`src/rtl/ifetch.sv`:
```
// ifetch: instruction fetch unit. Reads 32-bit words from instruction memory
// and presents 16-bit parcels to the decoder through a 4-entry circular queue.
// Build option: define IFETCH_PREFETCH_EN to let the fetcher request the next
// word while the queue still holds up to two parcels. Without it, a word is
// requested only once the queue has drained completely.
module ifetch #(
    parameter int unsigned    RV        = 32,
    parameter logic [RV-1:0]  RESET_VEC = '0
) (
    input  logic          clk,
    input  logic          reset,
    input  logic          stall,
    input  logic          pc_load,
    input  logic [RV-1:0] pc_new,
    output logic          mem_req,
    output logic [RV-1:0] mem_addr,
    input  logic          mem_ack,
    input  logic [31:0]   mem_rdata,
    output logic [15:0]   ins,
    output logic          idone,
    output logic [RV-1:0] ins_pc
);

    localparam int unsigned QD   = 4;
    localparam int unsigned PW   = 16;
    localparam int unsigned DW   = 32;
    localparam int unsigned PTRW = 2;
    localparam int unsigned CW   = 3;

    typedef enum logic [1:0] {
        S_IDLE = 2'd0,
        S_WAIT = 2'd1,
        S_KILL = 2'd2
    } state_e;

    state_e          state_q, state_d;
    logic [PTRW-1:0] head_q, head_d;
    logic [PTRW-1:0] tail_q, tail_d;
    logic [CW-1:0]   count_q, count_d;
    logic [RV-1:0]   pc_q, pc_d;
    logic [RV-1:0]   faddr_q, faddr_d;
    logic [RV-1:0]   addr_q, addr_d;
    logic            odd_q, odd_d;

    logic [PW-1:0]   q_mem [QD];

    logic            pop;
    logic            keep;
    logic            room_ok;
    logic [CW-1:0]   enq;
    logic            wr0_en, wr1_en;
    logic [PW-1:0]   wr0_data, wr1_data;
    logic [PTRW-1:0] wr0_idx, wr1_idx;

    // Decoder takes the head parcel unless stalled or being redirected.
    assign pop = reset && (count_q != '0) && !stall && !pc_load;

    // Queue space rule for starting a new word fetch from IDLE.
`ifdef IFETCH_PREFETCH_EN
    assign room_ok = (count_q <= CW'(2));
`else
    assign room_ok = (count_q == '0);
`endif

    assign wr0_idx = tail_q;
    assign wr1_idx = tail_q + PTRW'(1);

    // Next-state: fetch FSM, queue pointers, PC and fetch address.
    always_comb begin
        state_d  = state_q;
        head_d   = head_q;
        tail_d   = tail_q;
        count_d  = count_q;
        pc_d     = pc_q;
        faddr_d  = faddr_q;
        addr_d   = addr_q;
        odd_d    = odd_q;
        enq      = '0;
        wr0_en   = 1'b0;
        wr1_en   = 1'b0;
        wr0_data = mem_rdata[PW-1:0];
        wr1_data = mem_rdata[DW-1:PW];
        keep     = (state_q == S_WAIT) && mem_ack && !pc_load;

        case (state_q)
            S_IDLE: begin
                // A redirect flushes the queue, so it always leaves room.
                if (pc_load || room_ok) begin
                    state_d = S_WAIT;
                    addr_d  = pc_load ? (pc_new & ~RV'(3)) : faddr_q;
                end
            end
            S_WAIT: begin
                if (mem_ack) begin
                    state_d = S_IDLE;
                end else if (pc_load) begin
                    state_d = S_KILL;
                end
            end
            S_KILL: begin
                if (mem_ack) begin
                    state_d = S_IDLE;
                end
            end
            default: state_d = S_IDLE;
        endcase

        if (keep) begin
            wr0_en  = 1'b1;
            faddr_d = faddr_q + RV'(4);
            odd_d   = 1'b0;
            // After an odd-halfword redirect only the upper parcel is wanted.
            if (odd_q) begin
                wr0_data = mem_rdata[DW-1:PW];
                enq      = CW'(1);
            end else begin
                wr1_en = 1'b1;
                enq    = CW'(2);
            end
            tail_d = tail_q + enq[PTRW-1:0];
        end

        if (pop) begin
            head_d = head_q + PTRW'(1);
            pc_d   = pc_q + RV'(2);
        end

        count_d = count_q + enq - CW'(pop);

        // Redirect overrides any pop or enqueue in the same cycle.
        if (pc_load) begin
            head_d  = '0;
            tail_d  = '0;
            count_d = '0;
            pc_d    = pc_new & ~RV'(1);
            faddr_d = pc_new & ~RV'(3);
            odd_d   = pc_new[1];
        end
    end

    // State register with synchronous active-low reset.
    always_ff @(posedge clk) begin
        if (!reset) begin
            state_q <= S_IDLE;
            head_q  <= '0;
            tail_q  <= '0;
            count_q <= '0;
            pc_q    <= RESET_VEC & ~RV'(1);
            faddr_q <= RESET_VEC & ~RV'(3);
            addr_q  <= '0;
            odd_q   <= RESET_VEC[1];
        end else begin
            state_q <= state_d;
            head_q  <= head_d;
            tail_q  <= tail_d;
            count_q <= count_d;
            pc_q    <= pc_d;
            faddr_q <= faddr_d;
            addr_q  <= addr_d;
            odd_q   <= odd_d;
        end
    end

    // Parcel storage; contents are qualified by count, so no reset needed.
    always_ff @(posedge clk) begin
        if (reset && wr0_en) begin
            q_mem[wr0_idx] <= wr0_data;
        end
        if (reset && wr1_en) begin
            q_mem[wr1_idx] <= wr1_data;
        end
    end

    assign mem_req  = reset && (state_q != S_IDLE);
    assign mem_addr = addr_q;
    assign ins      = q_mem[head_q];
    assign idone    = pop;
    assign ins_pc   = pc_q;

endmodule
```
`config.mk`:
```
export PLATFORM = sky130hd
export DESIGN_NAME = ifetch
export DESIGN_NICKNAME = d
export VERILOG_FILES = /design/src/rtl/ifetch.sv
export SDC_FILE = /design/constraint.sdc
export NUM_CORES = 1
export LEC_CHECK = 0
export BUFFER_PORTS_ARGS = -buffer_cell sky130_fd_sc_hd__buf_2
export CAP_MARGIN = 20
export CORE_ASPECT_RATIO = 1.2
export CORE_MARGIN = 10
export CORE_UTILIZATION = 55
export CTS_CLUSTER_SIZE = 20
export DETAILED_ROUTE_END_ITERATION = 12
export PLACE_DENSITY_LB_ADDON = 0.12
export SETUP_SLACK_MARGIN = 0.5
export SLEW_MARGIN = 15
export SYNTH_ARGS = -nofsm -noshare
export SYNTH_HDL_FRONTEND = slang
export SYNTH_SLANG_ARGS = --single-unit
```
`constraint.sdc`:
```
create_clock -name clk -period 5.4 [get_ports clk]
set_clock_uncertainty 0.05 [all_clocks]
set_input_delay 0.54 -clock clk [delete_from_list [all_inputs] [get_ports clk]]
set_output_delay 0.54 -clock clk [all_outputs]
set_load 0.01 [all_outputs]
```
Word-level counts from Yosys, hierarchy flattened:

Memories as Yosys holds them, arrays and structs flattened. A register that Yosys moved wholly into a read port is not among the register bits.
Index checks and enable logic that the tools add are counted.

* register bits after elaboration: 106
* latch bits: 0
* RAM bits: 64
* ROM bits: 0
* input bits: 69
* word-level logic and storage cells: 70
* memories: 1

Memories
* q_mem: depth 4, bits a word 16, read ports 1, clocked after memory_dff 1, write ports 2, RTL line 45 `logic [PW-1:0] q_mem [QD];`

* add/subtract/negate cells: 7
* multipliers: 0
* divide/modulo/power cells: 0
* order comparisons: 0
* equal/unequal tests: 5
* shifts and indexed selects: 0
* multiplexer cells: 26
* bitwise logic cells: 1
* reduce and logical (&&, ||, !) cells: 20

Operators by type and width (number)
* two-way mux 32 bit: 5
* adder 32 x 2 -> 32 bit, second input constant: 1
* adder 32 x 3 -> 32 bit, second input constant: 1
* two-way mux 16 bit: 2
* two-way mux 2 bit: 7
* two-way mux 1 bit: 9
* logical AND 1 bit: 8
* two-way mux 3 bit: 2
* one-hot mux 2 bit (3 select lines): 1
* nonzero test 2 bit: 3
* adder 2 x 1 -> 2 bit, second input constant: 2
* != test 2 bit, second input constant: 2
* adder 3 bit: 1
* zero test 3 bit: 1
* != test 3 bit, second input constant: 1
* AND reduction 3 bit: 1
* nonzero test 3 bit: 1
* subtractor 3 x 1 -> 3 bit: 1
* adder 2 bit: 1
* == test 2 x 1 -> 1 bit, second input constant: 1
* == test 2 bit, second input constant: 1
* zero test 1 bit: 2
* zero test 2 bit: 1
* AND reduction 2 bit: 1
* 3 further kinds: 3

Logic depth before layout (Yosys ltp):

Gate-level depths: netlist of the first run.

* depth after elaboration: 7
* gate-level depth with buffers: 12
* mapped depth without buffers: 10

Least setup slack after synthesis of the first run:

No wires, ideal clock.

* path kind: input -> register
* start: input mem_ack
* end: memory q_mem[3][0] (enable)
* setup time: 413 ps
* arrival time: 2533 ps
* data required time: 4937 ps
* setup slack: 2404 ps
* stages on the path: 5
* cell sequence: and3b_1 > clkbuf_1 > buf_1 > nand2_1 > nor3b_1

RTL lines
* from (decl): RTL line 17 `input logic mem_ack,`
* to (decl): RTL line 45

==> results by group, run 1 <==
Outcome
  • Status: finished, final reports clean

Routing
  • Length of routed met3 wiring: 1.30 mm
  • Top sig layer: met5
  • Via count: 6248
  • DRC errors left: 0
  • DR pass1 iterations: 5
  • Routed length per instance: 18.7 um
  • Vias/cell: 5.75
  • Initial DRC count: 354
  • Final wirelength: 20.3 mm
  • Detail Route Antenna Nets: 0
  • Routed wire length on met2: 10.4 mm
  • DRT met1 WL: 8.03 mm

Floorplanning
  • I/O pins: 151
  • DIE AREA: 20100 um^2
  • Starting Density: 0.563
  • Die H: 153 um
  • Die Span X: 131 um
  • Core Box Area: 14500 um^2
  • Num rows: 48

Global route
  • Largest net degree at the start of global routing: 83
  • Tot GR Track Use: 0.203
  • Initial antenna violation count: 2
  • First-pass GRT wire length: 32.3 mm
  • GRT overflow: 0
  • Vias in the first global route: 6454

Worst hold path
  • Worst min-delay path category: input port to flop

Synthesis
  • Yosys warns: 0
  • Top post-synthesis cells by count: 103 x dfxtp_1, 65 x mux2_2, 64 x edfxtp_1, 59 x a21oi_1, 59 x nand2_1
  • Synth top area share: 0.253
  • Cell variety after synth: 49
  • Dominant synthesized flop cell: dfxtp_1
  • Most numerous cell in the Yosys netlist: dfxtp_1
  • Cell count after synthesis: 746
  • Post-synth top area cell: dfxtp_1
  • #FFs+latches synth: 167
  • Register area share after synthesis: 0.489
  • Cell Area, Synth: 8150 um^2
  • Avg Inst Size Synth: 10.9 um^2
  • Synth top area cells: dfxtp_1 25%, edfxtp_1 24%, mux2_2 9.0%
  • Asr flop ratio synth: 0
  • EDFF count, synth: 64

Timing
  • Clock period minus final worst setup slack: 2.68 ns
  • Slew Limit Fails: 0
  • Final setup vio count: 0
  • Crit share post-route: 0.496
  • Hold Fails Final Rpt: 0
  • Relative slew margins: 0.434
  • Fmax: 0.373 GHz
  • Worst Slack Setup Final: 2.72 ns
  • Setup TNS Final: 0 ns
  • RSZ-0062 raised after global routing: false
  • Tightest Pin Transition: 0.847 ns

Placed design
  • Placed insts: 1054
  • GPL Wtd Cong: 0.841
  • DPL Wire Length: 14.5 mm
  • Placed cell areas: 9030 um^2
  • PortBufs: 146
  • Pre-CTS setup slack: 2.30 ns

Power
  • PwrDens: 306 nW/um^2
  • Leakage: 3.87 nW
  • Total Power: 2.94 mW
  • Maximum VDD drop: 200 uV

Clock network
  • Sink Count: 167
  • Clock Latency Late Sink: 0.42 ns
  • CTS Root Cell: clkbuf_16
  • Postcts setup bufs: 0
  • CTS hold repair buffers: 0
  • H-tree lvl count: 4
  • # resized after CTS: 0
  • CTS clk-pin slew, worst paths: 0.06 ns
  • CTS Buf Count: 17
  • Clock Tree Buf Depth: 2
  • CTS tree: built

Layout
  • Area growth, synth to finish: 17.9%
  • Post-route cell area: 9600 um^2
  • Share of layout cells above drive strength 1: 0.313
  • Final std cells w/o fill: 1086
  • ANT cells: 0
  • # fillers: 1157
  • Final nets: 949
  • Area of the multi-input gates: 3930 um^2
  • FF/Latch Area: 3980 um^2

Setup path
  • CP Capture Type: flop
  • CP startpoint kind: input port
  • Max FO, Critical Path: 37
  • Max stage delay on crit path: 0.51 ns
  • Worst path arrival time: 2.80 ns
  • Slowest-stage cell, CP: buf_4
  • WS Path Type: input port to flop
  • Req. time, crit path: 5.52 ns
  • Critical Path, Cell by Cell: buf_2 -> buf_4 -> nand2b_1 -> nor2_1 -> a21oi_1 -> nor2_1 -> buf_4 -> mux2_2

Job
  • Max-Cap Viols: 0
-- power breakdown --
part           internal, mW  leakage, nW  total [mW]  switching [mW]
Sequential             1.38         1.43        1.44          0.0589
Clock                 0.680        0.278        1.15           0.468
Combinational         0.158         2.16       0.353           0.195
-- logic make-up after synthesis --
| family | after synthesis | synth area share |
|---|---|---|
| other | 1 | 0.000460 |
| AND/OR/NAND/NOR | 200 | 0.126 |
| XOR/XNOR | 59 | 0.0634 |
| adder cells (fa/ha/maj) | 7 | 0.0117 |
| flip-flops | 167 | 0.489 |
| AO/OA/AOI/OAI | 135 | 0.105 |
| multiplexers | 112 | 0.172 |
| buffers and inverters | 65 | 0.0316 |
-- sequential cells by signal, indices dropped and copies added (netlist names), named ones only --
signal	cells
odd_q	1
faddr_q	30
tail_q	2
mem_addr	30
head_q	2
ins_pc	31
state_q	2
q_mem	64
count_q	3
-- routing by layer --
layer,vias up,track usage
met5,-,0
met4,4,0.0812
met3,41,0.0578
met2,170,0.354
met1,3036,0.224
li1,2997,-
-- cells in the final DEF (no fill, tap or decap), types with 11 or more instances in the layout --
cell type,instances
buf_2,146
dfxtp_1,103
mux2_2,65
edfxtp_1,64
a21oi_1,59
nand2_1,59
xnor2_1,43
o21ai_0,33
nor2_1,32
mux2i_1,30
o211a_1,30
nand3_1,24
clkbuf_16,18
nor3_1,17
xor2_1,16
mux4_2,16
nand4_1,13
buf_4,13
nor4_1,12
inv_1,11
-- through the flow --
| step | util | hold WS, ns |
|---|---|---|
| floorplan | - | 0.426 |
| global placement | 0.624 | 0.425 |
| detailed placement | 0.624 | 0.431 |
| CTS | 0.664 | 0.271 |
| global route | 0.664 | 0.283 |
| finish | 0.664 | 0.287 |
-- final timing paths --
check	slack, ns	to	start	cells past startpoint
worst max-delay path	2.72	q_mem[1][7]$_DFFE_PP_	pc_load	8
worst min-delay path	0.29	state_q[1]$_SDFFE_PN0P_	mem_ack	2
worst max register to register	2.76	faddr_q[21]$_SDFFE_PN0P_	state_q[0]$_SDFFE_PN0P_	5
worst min register to register	0.44	mem_addr[4]$_SDFFE_PN0P_	mem_addr[4]$_SDFFE_PN0P_	1
-- final cells by class --
type                            instances  share of cell area
Sequential cell                       167               0.415
Multi-Input combinational cell        516               0.409
Timing Repair Buffer                  159              0.0862
Clock buffer                           27              0.0558
Tap cell                              200              0.0261
Inverter                               12             0.00469
Clock inverter                          5             0.00365
-- worst max-delay path, delay by kind of cell --
kind	cells	cell delay (ns)
buffers and inverters	3	1.10
muxes	1	0.30
AOI/OAI and AO/OA	1	0.16
and+or+nand+nor	3	0.63
No activity file was read; power rests on OpenSTA's default activity.
==> run 2, diff against run 1 <==
- CORE_UTILIZATION: 55 -> 51
- clock period: 5.4 -> 2.3 ns (I/O delays scaled with it)
==> run 2 against run 1 <==
Effect of this change: hold slack got worse by 0.24 ns; via count is 3.0% higher; first-iteration DRC count increased by 4.5%; critical path depth rose by 1; sequential power is 130% higher; global-route usage is 0.15 points higher; utilization increased by 1.5 points; cell area up 10%; worst setup slack got worse by 2.5 ns; non-clock buffer count is 42 higher; clock power is 130% higher; final cell count is 4.7% higher.
==> results by group, run 2 (synthesis gave the netlist of run 1 again) <==
Global route
  • Vias in the first global route: 6600 (was 6454)
  • Tot GR Track Use: 0.204 (was 0.203)
  • Initial antenna violation count: 1 (was 2)
  • First-pass GRT wire length: 34.4 mm (was 32.3 mm)
  • GRT overflow: 0 (unchanged)
  • Largest net degree at the start of global routing: 83 (unchanged)

Timing
  • Relative slew margins: 0.476 (was 0.434)
  • Hold Fails Final Rpt: 0 (unchanged)
  • Tightest Pin Transition: 0.786 ns (was 0.847 ns)
  • Setup TNS Final: 0 ns (unchanged)
  • Slew Limit Fails: 0 (unchanged)
  • Crit share post-route: 0.895
  • Fmax: 0.486 GHz
  • RSZ-0062 raised after global routing: true (was false)
  • Clock period minus final worst setup slack: 2.06 ns
  • Final setup vio count: 0 (unchanged)

Clock network
  • Clock Tree Buf Depth: 2 (unchanged)
  • CTS Root Cell: clkbuf_16 (unchanged)
  • CTS Buf Count: 17 (unchanged)
  • Clock Latency Late Sink: 0.42 ns (about the same)
  • CTS tree: built (unchanged)
  • Sink Count: 167 (unchanged)
  • CTS clk-pin slew, worst paths: 0.06 ns (about the same)
  • H-tree lvl count: 4 (unchanged)

Floorplanning
  • Num rows: 50 (was 48)
  • DIE AREA: 21400 um^2 (was 20100 um^2)
  • Core Box Area: 15600 um^2 (was 14500 um^2)
  • Die H: 158 um (was 153 um)
  • Die Span X: 135 um (was 131 um)
  • I/O pins: 151 (unchanged)
  • Starting Density: 0.521 (was 0.563)

Setup path
  • Slowest-stage cell, CP: fa_2 (was buf_4)
  • Max stage delay on crit path: 0.52 ns (was 0.51 ns)
  • WS Path Type: flop to flop (was input port to flop)
  • Req. time, crit path: 2.56 ns (was 5.52 ns)
  • CP startpoint kind: flop (was input port)
  • Worst path arrival time: 2.32 ns (was 2.80 ns)
  • Critical Path, Cell by Cell: or3_4 -> nand4b_1 -> inv_2 -> ha_4 -> inv_2 -> ha_4 -> inv_2 -> fa_2 -> nor2_1 (was buf_2 -> buf_4 -> nand2b_1 -> nor2_1 -> a21oi_1 -> nor2_1 -> buf_4 -> mux2_2)
  • Max FO, Critical Path: 2 (was 37)
  • Most frequent CP cell: inv_2
  • CP Capture Type: flop (unchanged)

Job
  • Max-Cap Viols: 0 (unchanged)

Outcome
  • Status: finished, final reports clean (unchanged)

Routing
  • Initial DRC count: 370 (was 354)
  • DR pass1 iterations: 5 (unchanged)
  • Detail Route Antenna Nets: 0 (unchanged)
  • Via count: 6436 (was 6248)
  • Final wirelength: 22.3 mm (was 20.3 mm)
  • DRC errors left: 0 (unchanged)
  • Vias/cell: 5.66 (was 5.75)
  • Routed length per instance: 19.7 um (was 18.7 um)

Layout
  • Share of layout cells above drive strength 1: 0.420 (was 0.313)
  • Most flop-heavy register: q_mem (unchanged)
  • Area of the multi-input gates: 4300 um^2 (was 3930 um^2)
  • # fillers: 1225 (was 1157)
  • Most frequent cells in the layout: 132 x buf_2, 76 x dfxtp_1, 65 x mux2_2 (was 146 x buf_2, 103 x dfxtp_1, 65 x mux2_2)
  • Final std cells w/o fill: 1137 (was 1086)
  • Area growth, synth to finish: 30.2% (was 17.9%)
  • Final nets: 991 (was 949)
  • Largest register FFs: 64 (unchanged)
  • FF/Latch Area: 4050 um^2 (was 3980 um^2)
  • Most common cell after layout, fill and taps aside: buf_2 (unchanged)

Worst hold path
  • Worst min-delay path category: input port to flop (unchanged)

Power
  • PwrDens: 660 nW/um^2 (was 306 nW/um^2)
  • Maximum VDD drop: 465 uV (was 200 uV)
  • Leakage: 4.34 nW (was 3.87 nW)

Placed design
  • Placed insts: 1077 (was 1054)
  • GPL Wtd Cong: 0.834 (was 0.841)
  • DPL Wire Length: 15.6 mm (was 14.5 mm)
  • PortBufs: 146 (unchanged)
==> run 2: cell types whose count changed in the layout (fill, tap and decap cells not counted), moves of 13 or more <==
cell	before	now
buf_4	13	35
dfxtp_4	0	13
dfxtp_1	103	76
dfxtp_2	0	14
buf_6	0	23
buf_2	146	132
==> run 2: power by group <==
part,switching [mW],leakage (nW),internal (mW)
sequential,0.137,1.44,3.23
clock,1.12,0.249,1.58
combinational,0.497,2.64,0.430
==> run 2: path summary, 6_finish.rpt <==
check	from	end	slack, ns	depth (start not counted)
worst max-delay path	count_q[2]$_SDFF_PP0_	count_q[1]$_SDFF_PP0_	0.24	9
worst min register to register	mem_addr[21]$_SDFFE_PN0P_	mem_addr[21]$_SDFFE_PN0P_	0.44	1
worst max register to register	count_q[2]$_SDFF_PP0_	count_q[1]$_SDFF_PP0_	0.24	9
worst min-delay path	pc_new[31]	ins_pc[31]$_SDFFE_PN0P_	0.04	3
==> run 2: critical path, delay by kind of cell, from the launching register on <==
kind          cells  cell delay [ns]
fa+ha+maj         3             0.85
buf+inv           3             0.17
flops             1             0.32
simple gates      3             0.57
==> run 2: cell type report <==
cell class                      instances  area share
Antenna cell                            1    0.000236
Clock buffer                           21      0.0415
Clock inverter                         11      0.0101
Inverter                               12     0.00425
Multi-Input combinational cell        516       0.405
Sequential cell                       167       0.382
Tap cell                              208      0.0245
Timing Repair Buffer                  201       0.132
==> run 2: timing repair <==
item,in CTS,in global routing
pin swaps,9,22
endpoints found under the setup margin,181,168
buffers inserted,12,12
resized for setup,47,57
hold buffers,1,0
endpoints found under the hold margin,1,0
gates cloned,1,1
==> run 2: routing by layer <==
metal	share of wire	track usage
met1	0.37	0.216
met2	0.54	0.375
met3	0.056	0.0545
met4	0.025	0.0816
met5	0	0
==> run 2: stage by stage <==
stage	setup slack (ns)	hold slack, ns	utilization	power (mW)	area, um^2
6_report	0.243	0.0426	0.678	7.00	10600
5_1_grt	0.205	0.0452	0.678	7.28	10600
4_1_cts	0.256	0.0267	0.653	7.03	10200
3_5_place_dp	0.180	0.394	0.597	4.32	9330
3_3_place_gp	0.230	0.383	0.597	4.29	9330
2_1_floorplan	0.183	0.255	-	3.96	8390
==> run 3, diff against run 2 <==
- CORE_ASPECT_RATIO: 1.2 -> unset
==> run 3 against run 2 <==
Effect of this change: die area is 0.10% lower; sequential cell count did not move; global-route usage decreased by 0.63 points; largest cell class unchanged; via count rose by 1.8%; maximum frequency grew 0.45%; register-to-register slack barely moved; cell area grew 1.9%; worst setup slack better by 0.0092 ns; routed wire length up 4.3%; largest power group unchanged; final cell count increased by 2.1%.
==> results by group, run 3 (synthesis gave the netlist of run 1 again) <==
Setup path
  • Max FO, Critical Path: 2 (unchanged)
  • Worst path arrival time: 2.32 ns (about the same)
  • Critical Path, Cell by Cell: or3_4 -> nand4b_1 -> inv_2 -> ha_4 -> inv_2 -> ha_4 -> inv_2 -> fa_2 -> nor2_1 (unchanged)
  • Launch point of the worst path: count_q[1]$_SDFF_PP0_ (was count_q[2]$_SDFF_PP0_)
  • WS Path Type: flop to flop (unchanged)
  • CP Capture Type: flop (unchanged)
  • Max stage delay on crit path: 0.51 ns (was 0.52 ns)
  • WP buf/inv: 3 (unchanged)
  • Most frequent CP cell: inv_2 (unchanged)
  • Slowest-stage cell, CP: fa_2 (unchanged)
  • Req. time, crit path: 2.57 ns (was 2.56 ns)
  • CP startpoint kind: flop (unchanged)
  • Crit-path leading delay family: adder cells (unchanged)
  • Worst r2r src: count_q[1]$_SDFF_PP0_ (was count_q[2]$_SDFF_PP0_)

Placed design
  • DPL Wire Length: 15.0 mm (was 15.6 mm)
  • Placed insts: 1085 (was 1077)
  • Pre-CTS setup slack: 0.228 ns (was 0.180 ns)
  • GPL Wtd Cong: 0.886 (was 0.834)
  • Placed cell areas: 9370 um^2 (was 9330 um^2)
  • PortBufs: 146 (unchanged)

Timing
  • Final setup vio count: 0 (unchanged)
  • Slew Limit Fails: 0 (unchanged)
  • Clock period minus final worst setup slack: 2.05 ns (was 2.06 ns)
  • Worst Slack Setup Final: 0.252 ns (was 0.243 ns)
  • Setup TNS Final: 0 ns (unchanged)
  • Hold Fails Final Rpt: 0 (unchanged)
  • Crit share post-route: 0.891 (was 0.895)
  • RSZ-0062 raised after global routing: true (unchanged)
  • Hold WS: 0.0542 ns (was 0.0426 ns)
  • Tightest Pin Transition: 0.792 ns (was 0.786 ns)
  • Relative slew margins: 0.472 (was 0.476)
  • Fmax: 0.488 GHz (was 0.486 GHz)

Floorplanning
  • I/O pins: 151 (unchanged)
  • Core Box Area: 15800 um^2 (was 15600 um^2)
  • Die Span X: 146 um (was 135 um)
  • Die H: 146 um (was 158 um)
  • Num rows: 46 (was 50)
  • DIE AREA: 21400 um^2 (about the same)
  • Starting Density: 0.517 (was 0.521)

Power
  • Maximum VDD drop: 512 uV (was 465 uV)
  • PwrDens: 657 nW/um^2 (was 660 nW/um^2)
  • Leakage: 4.45 nW (was 4.34 nW)
  • Total Power: 7.11 mW (was 7.00 mW)

Routing
  • Via count: 6550 (was 6436)
  • Detail Route Antenna Nets: 0 (unchanged)
  • DRC errors left: 0 (unchanged)
  • Initial DRC count: 310 (was 370)
  • Final wirelength: 23.3 mm (was 22.3 mm)
  • Vias/cell: 5.64 (was 5.66)
  • DR pass1 iterations: 5 (unchanged)
  • Routed length per instance: 20.1 um (was 19.7 um)

Worst hold path
  • Hold Startpoint: pc_new[1] (was pc_new[31])
  • Worst min-delay path category: input port to flop (unchanged)

Global route
  • Initial antenna violation count: 0 (was 1)
  • Vias in the first global route: 6485 (was 6600)
  • First-pass GRT wire length: 34.3 mm (was 34.4 mm)
  • Tot GR Track Use: 0.198 (was 0.204)
  • Largest net degree at the start of global routing: 83 (unchanged)
  • GRT overflow: 0 (unchanged)

Layout
  • Final core utilization: 0.685 (was 0.678)
  • Most common cell after layout, fill and taps aside: buf_2 (unchanged)
  • Final std cells w/o fill: 1161 (was 1137)
  • Most flop-heavy register: q_mem (unchanged)
  • Largest register FFs: 64 (unchanged)
  • Post-route cell area: 10800 um^2 (was 10600 um^2)
  • Most frequent cells in the layout: 137 x buf_2, 69 x dfxtp_1, 65 x mux2_2 (was 132 x buf_2, 76 x dfxtp_1, 65 x mux2_2)
  • Final nets: 1008 (was 991)
  • Area growth, synth to finish: 32.7% (was 30.2%)
  • ANT cells: 0 (was 1)
  • Share of layout cells above drive strength 1: 0.449 (was 0.420)

Clock network
  • Clock Latency Late Sink: 0.43 ns (was 0.42 ns)
  • CTS Buf Count: 17 (unchanged)
  • H-tree lvl count: 4 (unchanged)
  • CTS tree: built (unchanged)
  • CTS Root Cell: clkbuf_16 (unchanged)
  • CTS clk-pin slew, worst paths: 0.06 ns (about the same)
  • Sink Count: 167 (unchanged)
  • Clock Tree Buf Depth: 2 (unchanged)

Outcome
  • Status: finished, final reports clean (unchanged)

Job
  • Max-Cap Viols: 0 (unchanged)
-- run 3: cell count changes in the layout (fill, tap and decap cells not counted), sizes merged --
| cell | before | now |
|---|---|---|
| diode | 1 | 0 |
| buf | 199 | 214 |
| bufinv | 2 | 1 |
| clkbuf | 22 | 20 |
| inv | 12 | 17 |
-- run 3: cell type report --
cell class | instances | area, um^2
Clock buffer | 17 | 425
Multi-Input combinational cell | 516 | 4320
Inverter | 12 | 45.0
Timing Repair Buffer | 218 | 1560
Clock inverter | 15 | 126
Tap cell | 216 | 270
Sequential cell | 167 | 4060
Fill cell | 1207 | 4960
-- run 3: timing repair --
item	in CTS	in global routing
pin swaps	14	23
gates cloned	2	5
buffers inserted	17	19
endpoints found under the hold margin	1	0
hold buffers	1	0
setup endpoints to repair	114	166
gates resized for setup	43	65
-- run 3: worst reg2reg max path, stage by stage, from the launching register on --
cell and delay, ns:
dfxtp_2 0.32, or3_4 0.39, nand4b_1 0.15, inv_2 0.07, ha_4 0.21, inv_2 0.06
ha_4 0.11, inv_2 0.03, fa_2 0.51, nor2_1 0.04
-- run 3: worst paths after layout --
kind / endpoint / depth (start not counted) / slack, ns
worst max-delay path: count_q[1]$_SDFF_PP0_ / 9 / 0.25
worst min-delay path: odd_q$_SDFFE_PN0P_ / 3 / 0.05
worst max register to register: count_q[1]$_SDFF_PP0_ / 9 / 0.25
worst min register to register: mem_addr[5]$_SDFFE_PN0P_ / 1 / 0.44
-- run 3: per-layer routing --
metal / vias to the layer above / routed length [um] / track usage
met2: 199 / 12300 / 0.347
met5: - / 0 / 0
met3: 22 / 1560 / 0.0630
met4: 0 / 357 / 0.0686
met1: 3188 / 9040 / 0.222
li1: 3141 / - / -
-- run 3: power by group --
group	internal (mW)	switching, mW	total, mW
combinational	0.485	0.549	1.03
clock	1.49	1.22	2.71
sequential	3.23	0.133	3.37
